<file path="src/rtl/scene_click_if.sv">
// Mouse, region-table and engine-flag inputs plus scene/click outputs of the UI front end.
// Latency: none; this is a wiring bundle.
// Backpressure: none; all signals are levels or single-cycle pulses.
interface scene_click_if #(
  parameter int N_REGIONS  = 10,
  parameter int COORD_W    = 10,
  parameter int NUM_LEVELS = 3
);
  localparam int LVL_W = (NUM_LEVELS > 1) ? $clog2(NUM_LEVELS) : 1;
  localparam int IDX_W = (N_REGIONS > 1) ? $clog2(N_REGIONS) : 1;

  logic [COORD_W-1:0]           mouse_x;
  logic [COORD_W-1:0]           mouse_y;
  logic                         mouse_l;
  logic [N_REGIONS*COORD_W-1:0] reg_x0;
  logic [N_REGIONS*COORD_W-1:0] reg_x1;
  logic [N_REGIONS*COORD_W-1:0] reg_y0;
  logic [N_REGIONS*COORD_W-1:0] reg_y1;
  logic [N_REGIONS-1:0]         reg_en;
  logic                         game_win;
  logic                         game_lose;
  logic [2:0]                   scene;
  logic [LVL_W-1:0]             level;
  logic                         game_init;
  logic [N_REGIONS-1:0]         hover;
  logic [N_REGIONS-1:0]         click;
  logic                         click_valid;
  logic [IDX_W-1:0]             click_idx;

  // Environment side: mouse controller, region tables and game engine
  modport master (
    output mouse_x, mouse_y, mouse_l, reg_x0, reg_x1, reg_y0, reg_y1, reg_en,
    output game_win, game_lose,
    input  scene, level, game_init, hover, click, click_valid, click_idx
  );

  // Controller side
  modport slave (
    input  mouse_x, mouse_y, mouse_l, reg_x0, reg_x1, reg_y0, reg_y1, reg_en,
    input  game_win, game_lose,
    output scene, level, game_init, hover, click, click_valid, click_idx
  );
endinterface

</file>
<file path="src/rtl/scene_click_controller.sv">
// Region hit-test, armed/hold-off click detector and START/MENU/PLAY/WIN/LOSE scene FSM.
// Latency: hover, click pulses, scene, level and game_init all appear 1 cycle after their cause.
// Backpressure: none; clicks are fire-and-forget single-cycle pulses.
module scene_click_controller #(
  parameter int N_REGIONS   = 10,
  parameter int COORD_W     = 10,
  parameter int NUM_LEVELS  = 3,
  parameter int HOLDOFF_CYC = 1024
) (
  input logic         clk,
  input logic         rst,
  scene_click_if.slave bus
);
  localparam int LVL_W = (NUM_LEVELS > 1) ? $clog2(NUM_LEVELS) : 1;
  localparam int IDX_W = (N_REGIONS > 1) ? $clog2(N_REGIONS) : 1;
  localparam int HO_W  = $clog2(HOLDOFF_CYC + 1);

  typedef enum logic [2:0] {
    S_START = 3'd0,
    S_MENU  = 3'd1,
    S_PLAY  = 3'd2,
    S_WIN   = 3'd3,
    S_LOSE  = 3'd4
  } scene_t;

  scene_t               scene_q;
  scene_t               scene_nxt;
  logic [LVL_W-1:0]     level_q;
  logic                 game_init_q;
  logic                 go_play;
  logic [N_REGIONS-1:0] hit;
  logic [N_REGIONS-1:0] cand;
  logic [N_REGIONS-1:0] hover_q;
  logic [N_REGIONS-1:0] click_q;
  logic                 click_valid_q;
  logic [IDX_W-1:0]     click_idx_q;
  logic [IDX_W-1:0]     win_idx;
  logic                 l_q;
  logic                 armed_q;
  logic [HO_W-1:0]      holdoff_q;
  logic                 rise;
  logic                 acc;
  logic                 scene_chg;
  logic                 is_lvl;

  // Half-open rectangle test per region; inverted bounds naturally yield an empty region
  always_comb begin
    hit = '0;
    for (int i = 0; i < N_REGIONS; i++) begin
      hit[i] = (bus.mouse_x >= bus.reg_x0[i*COORD_W +: COORD_W]) &&
               (bus.mouse_x <  bus.reg_x1[i*COORD_W +: COORD_W]) &&
               (bus.mouse_y >= bus.reg_y0[i*COORD_W +: COORD_W]) &&
               (bus.mouse_y <  bus.reg_y1[i*COORD_W +: COORD_W]);
    end
  end

  assign cand = hit & bus.reg_en;

  // Lowest enabled hit wins: scan downwards so the last write is the lowest index
  always_comb begin
    win_idx = '0;
    for (int i = N_REGIONS - 1; i >= 0; i--) begin
      if (cand[i]) win_idx = IDX_W'(i);
    end
  end

  assign rise   = bus.mouse_l & ~l_q;
  assign acc    = rise & armed_q & (holdoff_q == '0) & (|cand);
  assign is_lvl = ({1'b0, win_idx} < (IDX_W + 1)'(NUM_LEVELS));

  // Scene transition decode; an accepted click is judged against the current scene
  always_comb begin
    scene_nxt = scene_q;
    go_play   = 1'b0;
    case (scene_q)
      S_START: if (acc && win_idx == '0) scene_nxt = S_MENU;
      S_MENU: begin
        if (acc && is_lvl) begin
          scene_nxt = S_PLAY;
          go_play   = 1'b1;
        end
      end
      S_PLAY: begin
        if (bus.game_win)       scene_nxt = S_WIN;
        else if (bus.game_lose) scene_nxt = S_LOSE;
      end
      S_WIN, S_LOSE: if (acc && win_idx == '0) scene_nxt = S_MENU;
      default: scene_nxt = S_START;
    endcase
  end

  assign scene_chg = (scene_nxt != scene_q);

  // Scene state, level latch and game_init pulse
  always_ff @(posedge clk or negedge rst) begin
    if (!rst) begin
      scene_q     <= S_START;
      level_q     <= '0;
      game_init_q <= 1'b0;
    end else begin
      scene_q     <= scene_nxt;
      game_init_q <= go_play;
      if (go_play) level_q <= win_idx[LVL_W-1:0];
    end
  end

  // Button edge history, re-arm on release, hold-off after each scene change
  always_ff @(posedge clk or negedge rst) begin
    if (!rst) begin
      l_q       <= 1'b0;
      armed_q   <= 1'b0;
      holdoff_q <= '0;
    end else begin
      l_q <= bus.mouse_l;
      if (scene_chg)         armed_q <= 1'b0;
      else if (!bus.mouse_l) armed_q <= 1'b1;
      if (scene_chg)              holdoff_q <= HO_W'(HOLDOFF_CYC);
      else if (holdoff_q != '0)   holdoff_q <= holdoff_q - HO_W'(1);
    end
  end

  // Registered click outputs; per-region pulses only while playing
  always_ff @(posedge clk or negedge rst) begin
    if (!rst) begin
      click_valid_q <= 1'b0;
      click_q       <= '0;
      click_idx_q   <= '0;
    end else begin
      click_valid_q <= acc;
      click_q       <= (acc && scene_q == S_PLAY) ? (N_REGIONS'(1) << win_idx) : '0;
      if (acc) click_idx_q <= win_idx;
    end
  end

  // Hover is a plain registered copy of the geometric hit, independent of reg_en
  always_ff @(posedge clk or negedge rst) begin
    if (!rst) hover_q <= '0;
    else      hover_q <= hit;
  end

  assign bus.scene       = scene_q;
  assign bus.level       = level_q;
  assign bus.game_init   = game_init_q;
  assign bus.hover       = hover_q;
  assign bus.click       = click_q;
  assign bus.click_valid = click_valid_q;
  assign bus.click_idx   = click_idx_q;
endmodule

</file>
<file path="src/flat_wrapper.sv">
// flat-port wrapper written by rule: the top's interface ports become plain ports
module scene_click_controller_flat 
#(
  parameter int N_REGIONS   = 10,
  parameter int COORD_W     = 10,
  parameter int NUM_LEVELS  = 3,
  parameter int HOLDOFF_CYC = 1024
)
  (clk, rst, bus_mouse_x, bus_mouse_y, bus_mouse_l, bus_reg_x0, bus_reg_x1, bus_reg_y0, bus_reg_y1, bus_reg_en, bus_game_win, bus_game_lose, bus_scene, bus_level, bus_game_init, bus_hover, bus_click, bus_click_valid, bus_click_idx);
  scene_click_if #(.N_REGIONS(N_REGIONS), .COORD_W(COORD_W), .NUM_LEVELS(NUM_LEVELS)) bus_i ();
  input logic clk;
  input logic rst;
  input wire logic [$bits(bus_i.mouse_x)-1:0] bus_mouse_x;
  input wire logic [$bits(bus_i.mouse_y)-1:0] bus_mouse_y;
  input wire logic [$bits(bus_i.mouse_l)-1:0] bus_mouse_l;
  input wire logic [$bits(bus_i.reg_x0)-1:0] bus_reg_x0;
  input wire logic [$bits(bus_i.reg_x1)-1:0] bus_reg_x1;
  input wire logic [$bits(bus_i.reg_y0)-1:0] bus_reg_y0;
  input wire logic [$bits(bus_i.reg_y1)-1:0] bus_reg_y1;
  input wire logic [$bits(bus_i.reg_en)-1:0] bus_reg_en;
  input wire logic [$bits(bus_i.game_win)-1:0] bus_game_win;
  input wire logic [$bits(bus_i.game_lose)-1:0] bus_game_lose;
  output wire logic [$bits(bus_i.scene)-1:0] bus_scene;
  output wire logic [$bits(bus_i.level)-1:0] bus_level;
  output wire logic [$bits(bus_i.game_init)-1:0] bus_game_init;
  output wire logic [$bits(bus_i.hover)-1:0] bus_hover;
  output wire logic [$bits(bus_i.click)-1:0] bus_click;
  output wire logic [$bits(bus_i.click_valid)-1:0] bus_click_valid;
  output wire logic [$bits(bus_i.click_idx)-1:0] bus_click_idx;
  assign bus_i.mouse_x = bus_mouse_x;
  assign bus_i.mouse_y = bus_mouse_y;
  assign bus_i.mouse_l = bus_mouse_l;
  assign bus_i.reg_x0 = bus_reg_x0;
  assign bus_i.reg_x1 = bus_reg_x1;
  assign bus_i.reg_y0 = bus_reg_y0;
  assign bus_i.reg_y1 = bus_reg_y1;
  assign bus_i.reg_en = bus_reg_en;
  assign bus_i.game_win = bus_game_win;
  assign bus_i.game_lose = bus_game_lose;
  assign bus_scene = bus_i.scene;
  assign bus_level = bus_i.level;
  assign bus_game_init = bus_i.game_init;
  assign bus_hover = bus_i.hover;
  assign bus_click = bus_i.click;
  assign bus_click_valid = bus_i.click_valid;
  assign bus_click_idx = bus_i.click_idx;
  scene_click_controller #(.N_REGIONS(N_REGIONS), .COORD_W(COORD_W), .NUM_LEVELS(NUM_LEVELS), .HOLDOFF_CYC(HOLDOFF_CYC)) u_core (.clk(clk), .rst(rst), .bus(bus_i));
endmodule
</file>
<file path="config.mk">
export PLATFORM = sky130hd
export DESIGN_NAME = scene_click_controller_flat
export DESIGN_NICKNAME = d
export VERILOG_FILES = /design/src/rtl/scene_click_if.sv /design/src/rtl/scene_click_controller.sv /design/src/flat_wrapper.sv
export SDC_FILE = /design/constraint.sdc
export NUM_CORES = 1
export LEC_CHECK = 0
export ABC_CLOCK_PERIOD_IN_PS = 9650
export CORE_AREA = 2 2 179 181
export CTS_CLUSTER_SIZE = 30
export DETAILED_ROUTE_END_ITERATION = 12
export DIE_AREA = 0 0 181 183
export PLACE_DENSITY = 0.72
export SYNTH_ARGS = -nofsm -noshare
export SYNTH_HDL_FRONTEND = slang
export SYNTH_SLANG_ARGS = --single-unit
</file>
<file path="constraint.sdc">
create_clock -name clk -period 9.65 [get_ports clk]
set_input_delay 2.895 -clock clk [delete_from_list [all_inputs] [get_ports clk]]
set_output_delay 2.895 -clock clk [all_outputs]
set_load 0.1 [all_outputs]
</file>
==> impl_metrics.env <==
export IMPL_drive_above_1_share_pct=2.531
export IMPL_antenna_found_initial=20
export IMPL_final_cell_mix="clkdlybuf4s50_1 (464), ha_1 (381), inv_1 (378)"
export IMPL_track_usage_pct=28.49
export IMPL_power_density_nw_per_um2=71.97
export IMPL_synthMuxAreaShare_pct=0.2785
export IMPL_holdWs_ps=504.0
export IMPL_crit_path_top_delay_cell="clkdlybuf4s50_1"
export IMPL_post_cts_resized=0
export IMPL_fmax_mhz=130.9
export IMPL_async_flop_share_pct=100.0
export IMPL_rsz0062_at_grt="false"
export IMPL_io_buffers=465
export IMPL_die_width_um=181
export IMPL_crit_chain="clkdlybuf4s50_1, inv_1, ha_1, nand2b_1, a21oi_1, o221ai_1, a41oi_1, nor4_1, a21oi_1, a211oi_1, o21ai_0, nor4_1"
export IMPL_dpl_hpwl_um=41070
export IMPL_grt_max_degree=45
export IMPL_yosys_area_share_adder_pct=42.45
export IMPL_layout_nets=2751
export IMPL_relSlewSlack_pct=23.75
export IMPL_clkPwrFrac_pct=16.9
export IMPL_yosysWarnings=0
export IMPL_gp_congestion=0.9453
export IMPL_grt_first_pass_wirelength_um=71860
export IMPL_grt_pass1_vias=12914
export IMPL_die_h_um=183
export IMPL_grt_overflow_total=0
export IMPL_synth_cell_types=71
export IMPL_critPathLaunchType="primary input"
export IMPL_r2r_setup_slack_ps=6040
export IMPL_arrival_ps=7820
export IMPL_clockBufferDepth=2
export IMPL_synth_ff_type="dfrtp_1"
export IMPL_synth_cells=1450
export IMPL_area_delta_synth_final_pct=48.76
export IMPL_hold_class="reg -> reg"
export IMPL_io_pins=466
export IMPL_crit_type="in -> reg"
export IMPL_synth_edf_count=0
export IMPL_cp_max_fo=11
export IMPL_p_leak_nw=8.797
export IMPL_p_sw_share_pct=40.67
export IMPL_synth_seq_area_share_pct=9.804
export IMPL_cts_htree_levels=2
export IMPL_cap_violations=0
export IMPL_postCtsSetupRepairBufs=0
export IMPL_synth_top_family_by_area="adder cells"
export IMPL_synth_simple_gate_area_share_pct=13.48
export IMPL_ys_ff_latch=44
export IMPL_synth_compound_area_share_pct=20.35
export IMPL_drc=0
export IMPL_firstDrtPassIters=5
export IMPL_synth_xor_area_share_pct=0.5459
export IMPL_power_mw=1.203
export IMPL_setup_violations=0
export IMPL_start_util_pct=35.96
export IMPL_finalClockSkew_ps=5.464
export IMPL_ir_drop_mv=0.09196
export IMPL_clock_latency_ps=290
export IMPL_cpLargestDelayFamily="compound AO/OA/AOI/OAI gates"
export IMPL_mostFrequentLayoutCell="clkdlybuf4s50_1"
export IMPL_viasPerCell=5.211
export IMPL_cts_tree="yes"
export IMPL_wl_per_cell_um=20.53
export IMPL_intPower_mw=0.7135
export IMPL_post_route_period_util_pct=79.17
export IMPL_finalHoldViolCount=0
export IMPL_fin_util_pct=53.50
export IMPL_numCtsBuffers=5
export IMPL_required_ps=9830
export IMPL_tightestPinTransition_ps=1141
export IMPL_critical_path_buf_inv_count=2
export IMPL_syn_avg_cell_area_um2=7.745
export IMPL_status="finished, final reports clean"
export IMPL_worstSetupEndpointType="flip-flop"
export IMPL_vias=12262
export IMPL_layout_min_cycle_time_ps=7640
export IMPL_cts_sinks=44
export IMPL_fp_dieArea_um2=33120
export IMPL_p_switching_mw=0.4890
export IMPL_drtIter0Drc=713
export IMPL_clkTransAtPathRegs_ps=70
export IMPL_slew_violations=0
export IMPL_fill_cells=2984
export IMPL_power_frac_seq_pct=19.5
export IMPL_setup_tns_ps=0
export IMPL_holdBufCountCts=0
export IMPL_power_frac_comb_pct=63.6
export IMPL_syn_area_um2=11230
export IMPL_cpPeakStageDelay_ps=900
export IMPL_cts_root_buf="clkbuf_16"
export IMPL_ant_nets=0
export IMPL_syn_num_nets=2266
export IMPL_core_area_um2=31230
export IMPL_drt_total_wl_um=48310
export IMPL_row_count=65
worst reg2reg max path: cells and delay by family, from the launching register on:
kind / cells / cell delay (ps)
AOI/OAI and AO/OA: 3 / 540
and+or+nand+nor: 5 / 2510
DFF: 1 / 430
routing by layer:
metal | part of all wire, % | up-vias | global-route usage, %
met5 | 0.13 | - | 0
met4 | 4.2 | 10 | 11.64
met3 | 6.0 | 109 | 5.520
met2 | 49 | 449 | 51.45
met1 | 41 | 5616 | 33.04
li1 | - | 6078 | -
final cells by class:
type	count	area, um2	share of cell area (%)
Antenna cell	15	37.54	0.2247
Clock buffer	5	125.1	0.7489
Clock inverter	3	46.29	0.2771
Inverter	378	1419	8.492
Multi-Input combinational cell	1020	8668	51.88
Sequential cell	44	1101	6.590
Tap cell	402	503.0	3.011
Timing Repair Buffer	486	4807	28.77
state kept, by name, summed over array words and instances (netlist names):
register                flops
u_core.l_q                  1
u_core.bus.click           10
u_core.holdoff_q           11
u_core.bus.scene            3
u_core.bus.click_valid      1
u_core.bus.level            2
u_core.armed_q              1
u_core.bus.game_init        1
u_core.bus.click_idx        4
u_core.bus.hover           10
path summary, 6_finish.rpt:
check	depth (start not counted)	start	to
worst min-delay path	2	u_core.holdoff_q[10]	u_core.holdoff_q[10]
min in group asynchronous	1	rst	u_core.bus.click_idx[1]
worst max register to register	8	u_core.holdoff_q[4]	u_core.holdoff_q[1]
worst max-delay path	12	bus_mouse_x[0]	u_core.bus.click[9]
worst min register to register	2	u_core.holdoff_q[10]	u_core.holdoff_q[10]
max in group asynchronous	1	rst	u_core.bus.hover[2]
stage by stage:
step	instances	area (um2)	setup slack (ps)
6_report	2353	16710	2010
5_1_grt	2349	16700	1853
4_1_cts	2338	16670	2160
3_5_place_dp	2330	16500	1878
3_3_place_gp	2330	16500	2093
2_1_floorplan	1450	11230	3872
power by group through the flow:
stage                     Clock [mW]  Sequential, mW  Combinational [mW]
final                          0.203           0.235               0.764
after global routing           0.215           0.239               0.852
after CTS                      0.205           0.234               0.765
after detailed placement           0           0.237               0.760
after global placement             0           0.236               0.736
after floorplan                    0           0.265               0.380
cells by family after synthesis:
group           after synthesis
fa+ha+maj                   381
xor+xnor                      7
buf+inv                     386
simple gates                281
compound gates              348
flops                        44
mux                           3
synthesized netlist by cell type, types with 8 or more instances:
cell type / n / area share (%)
nand2b_1: 30 / 1.7
a2111oi_0: 12 / 0.94
o21ai_0: 76 / 3.4
a21oi_1: 98 / 4.4
nand2_1: 53 / 1.8
nand3_1: 36 / 1.6
nand4_1: 18 / 1.0
a211o_1: 12 / 0.94
ha_1: 381 / 42
inv_1: 378 / 13
nor2_2: 8 / 0.45
nor2b_1: 13 / 0.72
nor3b_1: 8 / 0.53
nor2_1: 42 / 1.4
a211oi_1: 33 / 2.2
nor4_1: 12 / 0.67
nor3_1: 26 / 1.2
o211ai_1: 18 / 1.2
dfrtp_1: 44 / 9.8
a21o_1: 24 / 1.6
o21a_1: 12 / 0.80
(Power assumes the default switching activity.)
